==> src/rtl/mix_pkg.sv <==
// Shared types and the signature step for the mixing-state frame checker.
// Imported by the interface, fold datapath and checker top.
package mix_pkg;

    localparam int WORD_W = 32;

    typedef logic [WORD_W-1:0] word_t;

    typedef enum logic [1:0] {
        COLLECT,
        FOLD,
        REPORT
    } state_t;

    function automatic word_t sig_step(
        input word_t sig,
        input word_t word
    );
        return {sig[WORD_W-2:0], sig[WORD_W-1]} ^ word;
    endfunction

endpackage

==> src/rtl/mix_sig_fold.sv <==
// Iterative rotate-xor fold: one buffered word per cycle, WORDS cycles.
// The caller muxes word = buffer[k]; last flags the final fold step.
module mix_sig_fold
    import mix_pkg::*;
#(
    parameter int    WORDS = 8,
    parameter word_t SEED  = '0,
    localparam int   KW    = $clog2(WORDS)
) (
    input  logic          clk,
    input  logic          rst_n,
    input  logic          start,
    input  word_t         word,
    output logic [KW-1:0] k,
    output logic          busy,
    output logic          last,
    output word_t         sig
);

    assign last = busy && (k == KW'(WORDS - 1));

    always_ff @(posedge clk) begin
        if (!rst_n) begin
            sig  <= '0;
            k    <= '0;
            busy <= 1'b0;
        end else if (start) begin
            sig  <= SEED;
            k    <= '0;
            busy <= 1'b1;
        end else if (busy) begin
            sig <= sig_step(sig, word);
            if (last) begin
                k    <= '0;
                busy <= 1'b0;
            end else begin
                k <= k + 1'b1;
            end
        end
    end

endmodule

==> config.mk <==
export PLATFORM = sky130hd
export DESIGN_NAME = mix_sig_fold
export DESIGN_NICKNAME = d
export VERILOG_FILES = /design/src/rtl/mix_pkg.sv /design/src/rtl/mix_sig_fold.sv
export SDC_FILE = /design/constraint.sdc
export NUM_CORES = 1
export LEC_CHECK = 0
export BUFFER_PORTS_ARGS = -buffer_cell sky130_fd_sc_hd__clkbuf_2
export CORE_MARGIN = 1.5
export CORE_UTILIZATION = 46
export DETAILED_ROUTE_END_ITERATION = 6
export HOLD_SLACK_MARGIN = 0.08
export PLACE_DENSITY = 0.79
export SLEW_MARGIN = 25
export SYNTH_ARGS = -nofsm -noshare
export SYNTH_HDL_FRONTEND = slang
export SYNTH_SLANG_ARGS = --single-unit
==> constraint.sdc <==
create_clock -name clk -period 1.5 [get_ports clk]
set_clock_uncertainty 0.15 [all_clocks]
set_input_delay 0.15 -clock clk [delete_from_list [all_inputs] [get_ports clk]]
set_output_delay 0.15 -clock clk [all_outputs]
set_load 0.1 [all_outputs]
==> results.md <==
* Status: finished, violations left
* Failing checks: setup timing
* Worst setup SP type: register
* Met3 GRT Util at 6.72%
* Crit Path Max Fanout at 2
* Worst skew pair latency at 0.31 ns
* Total Wirelength at 4060 um
* Hold path start: sig[29]$_SDFFE_PP0P_
* Total Routing Usage GR at 22.9%
* Post-Syn Area at 1560 um^2
* P_leak at 1.04 nW
* Starting DRT DRC Count at 66
* Initial Util at 49.9%
* Seq cells post-synth at 36
* Initial antenna violation count at 0
* # DRC at 0
* Setup TNS at -0.106 ns
* TritonRoute pass-1 iters at 4
* CP dominant cell by count: ha_4
* CP Data Required Time at 1.20 ns
* Pwr Total at 2.26 mW
* Area after DPL at 2080 um^2
* GR Layer Usage met2 at 42.9%
* Number of global-route vias before repair at 1389
* FILL cells at 198
* Final setup viols at 2
* Syn Inst Count at 158
* Die Y at 61.2 um
* Layout Area Growth over Synthesis at 62.0%
* ANT nets after route at 0
* Diodes inserted at 0
* Crit path from: k[0]$_SDFFE_PP0P_
* Slew Viols, Final at 0
* Final Hold Vio Count at 0
* Boundary pin count at 72
* Syn nets at 195
* Relative slew slack at 67.8%
* Synth Area per Inst at 9.87 um^2
* CTS tree: built
* DP Wirelength at 2280 um
* Slew @ Worst Pin at 0.487 ns
* IR drop worst, VDD at 0.000632 V
* Maximum clock path buffer count at 2
* Root buffer cell: clkbuf_4
* Final worst path period need at 1.60 ns
* FP Rows at 20
* RSZ-0062 raised after global routing: true
* Core area at 3130 um^2
* Sinks on Clock Net at 36
* First-pass GRT wire length at 6140 um
* Largest net degree at the start of global routing at 36
* Grt ovf at 0
* Yosys cell types at 17
* Reg clk slew, reported paths at 0.10 ns
* Grt met1 use at 24.3%
* Final period util at 106%
* Min-delay worst type: reg2reg
* Busiest layer in global routing: met2
* Crit-path cells: ha_4, ha_4, and2_4, buf_12
* Slowest-stage cell, CP: dfxtp_4
* WL/cell at 13.0 um
* Max cap viols at 0
* Placed Cells at 264
* Fin nets at 303
* Final hold slack at 0.365 ns
* Die Wd at 61.2 um
* Leading cell types in the layout, fill and taps excluded: 39 x buf_4, 34 x dlygate4sd3_1, 34 x clkbuf_2
* Post-route cell area at 2530 um^2
* Clock H-tree levels at 2
* Commonest non-fill, non-tap cell in the layout: buf_4
* Pwr Density at 893 nW/um^2
* RR Startpoint: k[0]$_SDFFE_PP0P_
* Via count at 1452
* Die area at 3750 um^2
* Final std cells w/o fill at 311
* Cts bufs inserted at 5
* FMAX at 627 MHz
* Via/cell ratio at 4.67
* Critical path class: reg2out
* CP max stage delay at 0.37 ns
* IO Port Bufs at 71
* Critical path arrival at 1.30 ns
* Yosys warns at 0
* CP endpoint kind: output port
* Seq/Total Area, Yosys at 46.2%
* GPL Wtd Cong at 0.705
* Setup ws final at -0.0953 ns
* Layout cells sized above 1 at 34.5%
## routing by layer
| metal | vias to the layer above | routed length, um |
|---|---|---|
| met1 | 651 | 1620 |
| met5 | - | 0 |
| met4 | 0 | 44 |
| met3 | 4 | 180 |
| li1 | 755 | - |
| met2 | 42 | 2220 |
## stage by stage
stage / setup WS, ns / util [%]
after floorplan: -0.0689 / -
after detailed placement: 0.110 / 66.4
final: -0.0953 / 80.8
after CTS: -0.104 / 80.8
after global placement: 0.131 / 66.4
after global routing: -0.140 / 80.8
## flip-flops by register name, summed over array words and instances, names as in the netlist
name,flops
sig,32
k,3
busy,1
## worst paths after layout
kind	endpoint	slack, ns	cells after the start
worst min-delay path	sig[29]$_SDFFE_PP0P_	0.36	2
worst max register to register	k[0]$_SDFFE_PP0P_	-0.01	5
worst max-delay path	last	-0.1	4
worst min register to register	sig[29]$_SDFFE_PP0P_	0.36	2
## worst max-delay path: cells and delay by family (launching register included)
kind,cells,cell delay (ns)
adder cells (fa/ha/maj),2,0.32
buffers and inverters,1,0.16
flip-flops,1,0.37
AND/OR/NAND/NOR,1,0.13
## power breakdown
group / switching, mW / internal (mW)
Combinational: 0.450 / 0.257
Sequential: 0.0413 / 0.993
Clock: 0.285 / 0.232
Total: 0.776 / 1.48
## cell usage after synthesis
master	instances	area (um^2)
dfxtp_1	36	721
nand2b_1	3	18.8
or3b_1	1	8.76
ha_1	2	25.0
nor2b_1	1	6.26
a21oi_1	2	10.0
buf_2	4	20.0
buf_6	5	56.3
xnor2_1	32	280
nor2_1	33	124
buf_4	2	15.0
mux2i_1	1	10.0
o21a_1	1	7.51
a211oi_1	32	240
and2_1	1	6.26
nand3b_1	1	7.51
clkbuf_1	1	3.75
## what timing repair did
item | 4_1_cts | 5_1_grt
cloned | 0 | 0
pin swaps | 3 | 2
setup endpoints to repair | 2 | 2
endpoints found under the hold margin | 33 | 0
buffers inserted | 5 | 0
resized for setup | 2 | 1
hold buffers | 34 | 0
## cell families after synthesis
kind of cell               after synthesis  share of synthesized area, %
buffers and inverters                   12                          6.09
muxes                                    1                         0.642
AOI/OAI and AO/OA                       35                          16.5
xor gates and xnor gates                32                          18.0
and+or+nand+nor                         40                          11.0
DFF                                     36                          46.2
adders and majority gates                2                          1.60
## final cells by class
| class | instances | area, um^2 | area share (%) |
|---|---|---|---|
| clock buffer | 8 | 58.8 | 2.33 |
| tap | 44 | 55.1 | 2.18 |
| timing repair buffer | 113 | 908 | 35.9 |
| multi-input combinational | 110 | 772 | 30.5 |
| sequential | 36 | 733 | 29.0 |
Power figures use the tool's default switching activity.
